$ cat config.mk
export PLATFORM = sky130hd
export DESIGN_NAME = iter_shifter
export DESIGN_NICKNAME = d
export VERILOG_FILES = /design/src/rtl/shifter_pkg.sv /design/src/rtl/shift_step.sv /design/src/rtl/iter_shifter.sv
export SDC_FILE = /design/constraint.sdc
export NUM_CORES = 1
export LEC_CHECK = 0
export BUFFER_PORTS_ARGS = -buffer_cell sky130_fd_sc_hd__buf_4
export CORE_UTILIZATION = 53
export CTS_BUF_LIST = sky130_fd_sc_hd__clkbuf_16
export DETAILED_ROUTE_END_ITERATION = 16
export PLACE_DENSITY = 0.76
export SYNTH_ARGS = -nofsm -noshare
export SYNTH_HDL_FRONTEND = slang
export SYNTH_HIERARCHICAL = 1
export SYNTH_SLANG_ARGS = --single-unit
$ cat constraint.sdc
create_clock -name clk -period 3 [get_ports clk]
set_input_delay 0.15 -clock clk [delete_from_list [all_inputs] [get_ports clk]]
set_output_delay 0.15 -clock clk [all_outputs]
set_load 0.01 [all_outputs]
$ cat src/rtl/shifter_pkg.sv
// Shared op codes and FSM state encoding for the iterative shifter.
package shifter_pkg;

  localparam logic [1:0] SH_SLL = 2'b00;
  localparam logic [1:0] SH_SRL = 2'b01;
  localparam logic [1:0] SH_SRA = 2'b10;
  localparam logic [1:0] SH_ROR = 2'b11;

  typedef enum logic [1:0] {
    ST_IDLE  = 2'd0,
    ST_SHIFT = 2'd1,
    ST_DONE  = 2'd2
  } state_t;

endpackage

$ cat src/rtl/shift_step.sv
// Combinational one-step shifter: moves data by k (0..STEP) positions per op.
module shift_step
  import shifter_pkg::*;
#(
  parameter int WIDTH = 32,
  parameter int STEP  = 4,
  localparam int KW   = $clog2(STEP + 1)
) (
  input  logic [WIDTH-1:0] data,
  input  logic [KW-1:0]    k,
  input  logic [1:0]       op,
  input  logic             fill,
  output logic [WIDTH-1:0] res
);

  logic [2*WIDTH-1:0] wide;

  always_comb begin
    wide = '0;
    res  = data;
    case (op)
      SH_SLL: res = data << k;
      SH_SRL: res = data >> k;
      SH_SRA: begin
        wide = {{WIDTH{fill}}, data} >> k;
        res  = wide[WIDTH-1:0];
      end
      default: begin
        wide = {data, data} >> k;
        res  = wide[WIDTH-1:0];
      end
    endcase
  end

endmodule

$ cat src/rtl/iter_shifter.sv
// Multi-cycle SLL/SRL/SRA/ROR shifter advancing up to STEP bits per clock,
// with valid/ready handshakes on the request and result sides.
module iter_shifter
  import shifter_pkg::*;
#(
  parameter int WIDTH = 32,
  parameter int STEP  = 4,
  localparam int AMTW = $clog2(WIDTH)
) (
  input  logic             clk,
  input  logic             rst_n,
  input  logic             in_valid,
  output logic             in_ready,
  input  logic [WIDTH-1:0] in_data,
  input  logic [AMTW-1:0]  in_amt,
  input  logic [1:0]       in_op,
  input  logic             flush,
  output logic             busy,
  output logic             out_valid,
  input  logic             out_ready,
  output logic [WIDTH-1:0] out_data
);

  localparam int KW = $clog2(STEP + 1);

  state_t            state_q, state_d;
  logic [WIDTH-1:0]  data_q, data_d;
  logic [1:0]        op_q, op_d;
  logic              fill_q, fill_d;
  logic [AMTW-1:0]   rem_q, rem_d;
  logic [WIDTH-1:0]  out_data_q, out_data_d;
  logic              out_valid_q, out_valid_d;
  logic              in_ready_q, in_ready_d;
  logic              busy_q, busy_d;

  logic [WIDTH-1:0]  step_data, step_res;
  logic [1:0]        step_op;
  logic              step_fill;
  logic [AMTW-1:0]   rem_src, rem_nxt;
  logic [KW-1:0]     k;

  // The first step is applied in the accept cycle straight from the inputs,
  // so a request of amt<=STEP completes with a single-cycle latency.
  always_comb begin
    if (state_q == ST_IDLE) begin
      step_data = in_data;
      step_op   = in_op;
      step_fill = (in_op == SH_SRA) && in_data[WIDTH-1];
      rem_src   = in_amt;
    end else begin
      step_data = data_q;
      step_op   = op_q;
      step_fill = fill_q;
      rem_src   = rem_q;
    end
    if (int'(rem_src) < STEP) k = KW'(rem_src);
    else                      k = KW'(STEP);
    rem_nxt = rem_src - AMTW'(k);
  end

  shift_step #(.WIDTH(WIDTH), .STEP(STEP)) u_step (
    .data (step_data),
    .k    (k),
    .op   (step_op),
    .fill (step_fill),
    .res  (step_res)
  );

  always_comb begin
    state_d     = state_q;
    data_d      = data_q;
    op_d        = op_q;
    fill_d      = fill_q;
    rem_d       = rem_q;
    out_data_d  = out_data_q;
    out_valid_d = out_valid_q;
    case (state_q)
      ST_IDLE: begin
        if (in_valid) begin
          data_d = step_res;
          op_d   = step_op;
          fill_d = step_fill;
          rem_d  = rem_nxt;
          if (rem_nxt == '0) begin
            state_d     = ST_DONE;
            out_valid_d = 1'b1;
            out_data_d  = step_res;
          end else begin
            state_d = ST_SHIFT;
          end
        end
      end
      ST_SHIFT: begin
        data_d = step_res;
        rem_d  = rem_nxt;
        if (rem_nxt == '0) begin
          state_d     = ST_DONE;
          out_valid_d = 1'b1;
          out_data_d  = step_res;
        end
      end
      ST_DONE: begin
        if (out_ready) begin
          state_d     = ST_IDLE;
          out_valid_d = 1'b0;
        end
      end
      default: begin
        state_d     = ST_IDLE;
        out_valid_d = 1'b0;
      end
    endcase
    // Abort wins over both accept and the output handshake; result is kept.
    if (flush) begin
      state_d     = ST_IDLE;
      out_valid_d = 1'b0;
      out_data_d  = out_data_q;
    end
    in_ready_d = (state_d == ST_IDLE);
    busy_d     = (state_d != ST_IDLE);
  end

  always_ff @(posedge clk or negedge rst_n) begin
    if (!rst_n) begin
      state_q     <= ST_IDLE;
      data_q      <= '0;
      op_q        <= SH_SLL;
      fill_q      <= 1'b0;
      rem_q       <= '0;
      out_data_q  <= '0;
      out_valid_q <= 1'b0;
      in_ready_q  <= 1'b1;
      busy_q      <= 1'b0;
    end else begin
      state_q     <= state_d;
      data_q      <= data_d;
      op_q        <= op_d;
      fill_q      <= fill_d;
      rem_q       <= rem_d;
      out_data_q  <= out_data_d;
      out_valid_q <= out_valid_d;
      in_ready_q  <= in_ready_d;
      busy_q      <= busy_d;
    end
  end

  assign in_ready  = in_ready_q;
  assign busy      = busy_q;
  assign out_valid = out_valid_q;
  assign out_data  = out_data_q;

endmodule
# After elaboration in Yosys (flattened, before gate mapping)
# Index checks and enable logic that the tools add are counted.
dict set report totals {
  register_bits 77
  wordCells 59
}
dict set report op_classes {
  n_addsub 1
  magnitude_cmp 1
  eq_ne 8
  shifts 4
  muxes 24
  bitwise 1
  n_reduce_logical 11
}
# op n
set ops {}
lappend ops {{$mux W32} 4}
lappend ops {{$pmux W32 S2} 2}
lappend ops {{$shr A64 B3 Y32} 2}
lappend ops {{$pmux W32 S3} 1}
lappend ops {{$shl A32 B3 Y32} 1}
lappend ops {{$shr A32 B3 Y32} 1}
lappend ops {{$mux W2} 6}
lappend ops {{$mux W5} 2}
lappend ops {{$pmux W5 S2} 1}
lappend ops {{$eq A2 B2 Y1 const B} 3}
lappend ops {{$logic_not A2 Y1} 3}
lappend ops {{$ne A3 B3 Y1 const B} 2}
lappend ops {{$pmux W2 S3} 1}
lappend ops {{$reduce_and A2 Y1} 3}
lappend ops {{$logic_not A5 Y1} 1}
lappend ops {{$lt A5 B3 Y1 const B} 1}
lappend ops {{$mux W1} 5}
lappend ops {{$sub A5 B3 Y5} 1}
lappend ops {{$eq A2 B1 Y1 const B} 2}
lappend ops {{$reduce_bool A2 Y1} 2}
lappend ops {{$mux W3} 1}
lappend ops {{$pmux W1 S3} 1}
lappend ops {{$reduce_and A3 Y1} 1}
lappend ops {{$ne A2 B2 Y1 const B} 1}
lappend ops {{other kinds (2)} 2}

# Longest topological paths before layout
# Gate-level depths: netlist of the first run.
dict set report logic_depth {
  depth_word 11
  ltp_mapped 17
  mapped_depth_nobuf 11
}

# By module
# Netlist of the first run, hierarchy kept.
# module instances cells_per_inst area_per_inst_um2 seq_area_each_um2
set by_module_without_submodules {}
lappend by_module_without_submodules {iter_shifter 1 391 3668.5 1928.1}
lappend by_module_without_submodules {shift_step 1 291 2055.7 0.0}

# Least setup slack after synthesis of the first run
# Ideal clock, no wire load.
dict set report synth_timing {
  kind {reg-to-reg}
  startpoint {reg state_q[1]}
  endpoint {reg out_data_q[4], in the netlist out_data[4]}
  setup_ps 125
  t_arrival_ps 2820
  slack_ps 55
  path_stages_with_launch 13
  period_less_slack_ps 2945
  cell_sequence {dfrtp_1 buf_2 nor2_1 clkbuf_1 nand2_1 a21oi_1 buf_6 buf_8 mux2_2 a22oi_1 a21oi_1 a31o_2 mux2_4}
}
dict set report synth_via {
  elab_chain_len 9
  elab_cells_between_ends 24
}
# element line
set synth_lines {}
lappend synth_lines {{from (decl)} iter_shifter.sv:26} ;# state_t state_q, state_d;
lappend synth_lines {{from (signal assigned)} iter_shifter.sv:135} ;# state_q <= state_d;
lappend synth_lines {{$logic_not A2 Y1 (*)} iter_shifter.sv:45} ;# if (state_q == ST_IDLE) begin
lappend synth_lines {{$mux W5 (*)} iter_shifter.sv:45}
lappend synth_lines {{$lt A5 B3 Y1} iter_shifter.sv:56} ;# if (int'(rem_src) < STEP) k = KW'(rem_src);
lappend synth_lines {{$mux W3 (*)} iter_shifter.sv:56}
lappend synth_lines {{net k[1]} iter_shifter.sv:40} ;# logic [KW-1:0] k;
lappend synth_lines {{$sub A5 B3 Y5 (tied with other cells)} iter_shifter.sv:58} ;# rem_nxt = rem_src - AMTW'(k);
lappend synth_lines {{$logic_not A5 Y1 or $pmux W32 S3 (tied branches)} {iter_shifter.sv:84, iter_shifter.sv:96, shift_step.sv:21}}
lappend synth_lines {{$mux W32 (*)} {iter_shifter.sv:84, iter_shifter.sv:96}}
lappend synth_lines {{$mux W32} iter_shifter.sv:79} ;# if (in_valid) begin
lappend synth_lines {{$pmux W32 S2 (*)} iter_shifter.sv:77} ;# case (state_q)
lappend synth_lines {{to (signal assigned)} iter_shifter.sv:140} ;# out_data_q <= out_data_d;
lappend synth_lines {{to (decl)} iter_shifter.sv:31} ;# logic [WIDTH-1:0] out_data_q, out_data_d;
# Mark *: on every way through the listed nets, which the timed path passes. The rest lies on a longest branch. The select of a mux whose other input is x is not followed.
# A chain may end at the register's enable or synchronous reset.

# Worst setup path after layout of the first run
# Ends and elaborated chain as after synthesis.

==> results.json, run 1 <==
{
  "p_sw_w": 0.00321,
  "p_per_area_mw_per_mm2": 1040,
  "holdWs_ps": -46.3,
  "worst_path_max_delay_cell": "dfrtp_1",
  "seq_power_share_pct": 24.8,
  "p_sw_share_pct": 44.0,
  "cp_top_family": "compound AO/OA/AOI/OAI gates",
  "violations": "hold timing",
  "coreArea_mm2": 0.0104,
  "combPwrFrac_pct": 60.2,
  "critPathCaptureType": "register",
  "synth_seq_area_share_pct": 33.7,
  "nets": 820,
  "finalClockSkew_ps": 3.88,
  "cts_tree": "yes",
  "synth_ff_type": "dfrtp_1",
  "crit_fanout": 20,
  "synth_area_per_cell_um2": 8.39,
  "pre_cts_ws_ps": 83.9,
  "yosysWarnings": 6,
  "start_kind": "register",
  "antenna_found_initial": 0,
  "grt_pass1_wl_um": 27800,
  "syn-cell-area_mm2": 0.00572,
  "drtPass1Iterations": 6,
  "finalHoldViolCount": 55,
  "hold_class": "in -> async",
  "grt_max_degree": 78,
  "drive_gt1_share_pct": 29.2,
  "yosys.cell_count.top_type": "nand2_1",
  "grt_usage_pct": 31.8,
  "worst_r2r_startpoint": "state_q[1]$_DFF_PN0_",
  "io_pins": 79,
  "clock.fmax_mhz": 347,
  "worstPathRequired_ps": 3240,
  "cts_sinks": 77,
  "placed_area_mm2": 0.00664,
  "synthArstFlopShare_pct": 100,
  "hpwl_um": 12500,
  "die_y_um": 106,
  "cp.arrival_ps": 3110,
  "power_leakage_nw": 3.40,
  "clkPwrFrac_pct": 15.0,
  "tightest_slew_ps": 991,
  "cts_buffer_depth": 2,
  "grt_pass1_vias": 5386,
  "period_needed_ps": 2880,
  "crit_type": "reg -> reg",
  "ys_top_cells_by_area": "dfrtp_1, nand2_1, mux2_4",
  "path_clk_slew_ps": 60,
  "rows": 37,
  "synth_cells": 682,
  "cp-startpoint": "state_q[1]$_DFF_PN0_",
  "ys_ff_latch": 77,
  "initial_core_util_pct": 55.0,
  "io_buffers": 78,
  "die_area_mm2": 0.0112,
  "fin_setup_tns_ps": 0,
  "p_int_w": 0.00409,
  "viasPerCell": 5.99,
  "routedWlPerCell_um": 19.0,
  "synth_nets": 730,
  "place.gp.congestion": 0.913,
  "syn2layout_area_growth_pct": 22.7,
  "clk_latency_ps": 350,
  "ir_worst_vdd_v": 0.000644,
  "drcViolationCount": 0,
  "setup_slack_ps": 122,
  "dr_total_vias": 5473,
  "root_buffer": "clkbuf_16",
  "synth-edff-count": 0,
  "htree_levels": 3,
  "cap_violations": 0,
  "worst-path-buf-inv": 2,
  "slew_violations": 0,
  "yosysUniqueCellTypes": 61,
  "crit_chain": "nor4_1 > a21oi_1 > nand2b_2 > a21oi_4 > buf_12 > buf_12 > mux2i_2 > o22a_1 > a21oi_1 > a31o_2 > mux2_4",
  "fin_area_mm2": 0.00703,
  "status": "finished, violations left",
  "cts-buffers-inserted": 9,
  "drt-initial-drc-count": 487,
  "setup_viol_count_final": 0,
  "relSlewSlack_pct": 34.0,
  "post-route-period-util_pct": 95.9,
  "max_stage_delay_ps": 420,
  "routed_wirelength_um": 17300,
  "synth_top_area_share_pct": 33.2,
  "ant_nets": 0,
  "overflow": 0,
  "die_w_um": 106,
  "synth_top_area_cell": "dfrtp_1",
  "synthTopCellsByCount": "nand2_1, dfrtp_1, mux2i_1",
  "antennaDiodeCount": 0
}
-- sequential cells by signal, indices dropped and copies added, names as in the netlist --
| name | cells |
|---|---|
| data_q | 32 |
| out_data | 32 |
| rem_q | 5 |
| op_q | 2 |
| state_q | 2 |
| busy | 1 |
| fill_q | 1 |
| in_ready | 1 |
| out_valid | 1 |
-- cell usage in the layout, fill, tap and decap left out, types with 5 or more instances in the layout --
master,n
nand2_1,245
buf_4,122
dfrtp_1,76
mux2_2,32
mux2i_1,31
mux2_4,30
o21ai_0,21
o22ai_1,21
o31ai_1,16
nor2_1,14
a21oi_1,13
nand2b_1,11
inv_1,11
nand3b_1,10
clkbuf_16,10
o211ai_1,7
o32ai_1,7
or3_1,7
a22oi_1,6
a22o_1,5
-- logic make-up (layout without fill, tap and decap cells) --
group,count (synthesis),in the layout,synth area share [%]
buf+inv,61,156,5.46
xor+xnor,1,1,0.284
fa+ha+maj,4,4,0.874
compound gates,133,133,16.2
flops,77,77,33.7
mux,99,99,20.9
simple gates,307,307,22.6
-- final timing paths --
kind	to	slack, ps	depth (start not counted)
max	out_data[4]$_DFFE_PN0P_	120	11
min	out_data[17]$_DFFE_PN0P_	-50	1
max reg2reg	out_data[4]$_DFFE_PN0P_	120	11
min reg2reg	data_q[6]$_DFFE_PN0P_	470	2
max in group asynchronous	out_data[4]$_DFFE_PN0P_	2400	1
min in group clk	out_valid$_DFFE_PN0P_	50	3
-- power groups by stage --
stage	Clock [W]	Sequential [W]	Combinational, W
floorplan	0	0.00184	0.00272
global placement	0	0.00178	0.00417
detailed placement	0	0.00181	0.00425
CTS	0.00111	0.00180	0.00427
global route	0.00115	0.00186	0.00477
finish	0.00109	0.00181	0.00440
-- timing repair --
action,in CTS,in global routing
hold buffers,1,0
buffers inserted,0,1
resized for setup,0,12
setup endpoints to repair,0,28
hold endpoints to repair,3,0
-- through the flow --
stage / cells / utilization (%) / power (W)
floorplan: 682 / - / 0.00456
global placement: 894 / 63.8 / 0.00595
detailed placement: 894 / 63.8 / 0.00605
CTS: 911 / 66.7 / 0.00718
global route: 913 / 67.4 / 0.00777
finish: 913 / 67.4 / 0.00730
-- layer usage --
metal / GRT usage [%] / routed length, um
met3: 5.15 / 879
met5: 0 / 0
met1: 44.0 / 8000
met2: 51.1 / 8160
met4: 9.62 / 268
-- layout make-up --
cell class	instances	area (um2)
Fill cell	864	3390
Tap cell	136	170
Clock inverter	7	67.6
Clock buffer	9	225
Timing Repair Buffer	130	1050
Multi-Input combinational cell	544	3540
Inverter	10	37.5
Sequential cell	77	1930
No activity file was read; power rests on OpenSTA's default activity.
==> inputs of run 2 (changes only) <==
Settings changed: CORE_MARGIN set to 4.
==> run 2 against run 1 <==
The flow still finishes with violations (hold timing). Design area is 0.82% lower. Sequential share of layout area grew 0.23 points. Fmax down 1.4%. Flip-flop and latch count did not move. Via count decreased by 1.1%. Largest cell class unchanged. Highest routed layer unchanged.
==> results.json, run 2 (synthesized netlist as in run 1, its figures left out) <==
{
  "status": "finished, violations left",
  "violations": "hold timing",
  "met2_usage_pct": 44.0,
  "p_per_area_mw_per_mm2": 1030,
  "final_common_cell": "nand2_1",
  "place.gp.congestion": 0.941,
  "coreArea_mm2": 0.0104,
  "die_w_um": 112,
  "pre_cts_ws_ps": 117,
  "drcViolationCount": 0,
  "multi_input_comb_area_mm2": 0.00357,
  "io_buffers": 78,
  "routed_wirelength_um": 17300,
  "worstPathRequired_ps": 3220,
  "overflow": 0,
  "root_buffer": "clkbuf_16",
  "cap_violations": 0,
  "grt_max_degree": 78,
  "seqCellArea_mm2": 0.00193,
  "grt_setup_unrepaired": "false",
  "routedWlPerCell_um": 19.0,
  "worst_r2r_startpoint": "state_q[1]$_DFF_PN0_",
  "start_kind": "register",
  "crit_fanout": 33,
  "cp.arrival_ps": 3140,
  "grt_usage_pct": 27.6,
  "grt-busiest-layer": "met2",
  "drt-initial-drc-count": 503,
  "hpwl_um": 12800,
  "holdWs_ps": -18.2,
  "grt_pass1_vias": 5386,
  "fin_setup_tns_ps": 0,
  "clk_latency_ps": 340,
  "drtPass1Iterations": 7,
  "dr_total_vias": 5411,
  "post-route-period-util_pct": 97.3,
  "layout_common_cells": "nand2_1, buf_4, dfrtp_1, mux2i_1, mux2_2",
  "met1_usage_pct": 39.0,
  "period_needed_ps": 2920,
  "grt_util_met3_pct": 3.97,
  "clock.fmax_mhz": 343,
  "slew_violations": 0,
  "antennaDiodeCount": 0,
  "grt_pass1_wl_um": 28100,
  "nets": 817,
  "htree_levels": 3,
  "finalHoldViolCount": 19,
  "initial_core_util_pct": 55.0,
  "critPathCaptureType": "register",
  "path_clk_slew_ps": 60,
  "cts-buffers-inserted": 9,
  "drive_gt1_share_pct": 29.3,
  "antenna_found_initial": 0,
  "power_leakage_nw": 3.37,
  "stdcell_count": 910,
  "nFillCells": 881,
  "ir_worst_vdd_v": 0.000469,
  "setup_viol_count_final": 0,
  "io_pins": 79,
  "viasPerCell": 5.95,
  "die_area_mm2": 0.0125,
  "r2r_slack_ps": 80,
  "die_y_um": 112,
  "setup_slack_ps": 82.2,
  "crit_type": "reg -> reg",
  "relSlewSlack_pct": 33.2,
  "cts_tree": "yes",
  "reg2reg_depth": 11,
  "finalClockSkew_ps": 7.09,
  "rows": 37,
  "dp.cells": 892,
  "tightest_slew_ps": 1000,
  "cts_sinks": 77,
  "utilization_pct": 66.9,
  "timing.rr.end": "out_data[31]$_DFFE_PN0P_",
  "cts_buffer_depth": 2,
  "syn2layout_area_growth_pct": 21.7,
  "ant_nets": 0,
  "hold_class": "in -> async"
}
-- run 2: cell count changes in the layout (fill, tap and decap cells not counted), sizes merged --
cell / before / now
clkinv: 3 / 2
bufinv: 1 / 0
buf: 128 / 126
clkinvlp: 2 / 4
clkbuf: 10 / 9
-- run 2: how the worst max path moves through the flow --
stage | start | to | depth (start not counted)
after CTS | state_q[1]$_DFF_PN0_ | out_data[24]$_DFFE_PN0P_ | 8
after global placement | state_q[0]$_DFF_PN0_ | out_data[24]$_DFFE_PN0P_ | 9
final | state_q[1]$_DFF_PN0_ | out_data[31]$_DFFE_PN0P_ | 11
after floorplan | state_q[1]$_DFF_PN0_ | out_data[4]$_DFFE_PN0P_ | 12
after detailed placement | state_q[0]$_DFF_PN0_ | out_data[31]$_DFFE_PN0P_ | 11
after global routing | state_q[1]$_DFF_PN0_ | out_data[31]$_DFFE_PN0P_ | 11
-- run 2: through the flow --
stage	total power [W]	area (um2)
after global routing	0.00773	6970
after detailed placement	0.00604	6620
after floorplan	0.00456	5720
after CTS	0.00707	6890
after global placement	0.00595	6620
final	0.00720	6970
-- run 2: timing repair --
| item | in CTS | in global routing |
|---|---|---|
| gates resized for setup | 0 | 15 |
| hold endpoints to repair | 1 | 0 |
| setup endpoints to repair | 0 | 45 |
| hold buffers | 1 | 0 |
| buffers inserted | 0 | 1 |
-- run 2: critical path, cell delays in order (launching register included) --
cell and delay, ps:
dfrtp_1 420, nor2_2 160, mux2i_1 300, nand2b_2 170, a21oi_4 170, buf_12 220, buf_12 190, mux2i_2 330
mux2i_1 190, a21oi_2 200, o32ai_2 110, mux2_1 310
-- run 2: per-layer routing --
metal / vias up / wire (um)
met2: 249 / 8050
met4: 0 / 287
met1: 2573 / 7770
li1: 2563 / -
met3: 26 / 1180
met5: - / 0
-- run 2: cell type report --
| class | instances | share of cell area (%) |
|---|---|---|
| Clock buffer | 9 | 3.23 |
| Timing Repair Buffer | 127 | 14.3 |
| Inverter | 10 | 0.539 |
| Clock inverter | 7 | 0.628 |
| Multi-Input combinational cell | 544 | 51.2 |
| Tap cell | 136 | 2.44 |
| Sequential cell | 77 | 27.7 |
-- run 2: report_power, final --
part	total (W)	internal, W	switching, W
logic	0.00440	0.00194	0.00247
registers	0.00180	0.00152	0.000280
clock network	0.00100	0.000554	0.000451
total	0.00720	0.00401	0.00320
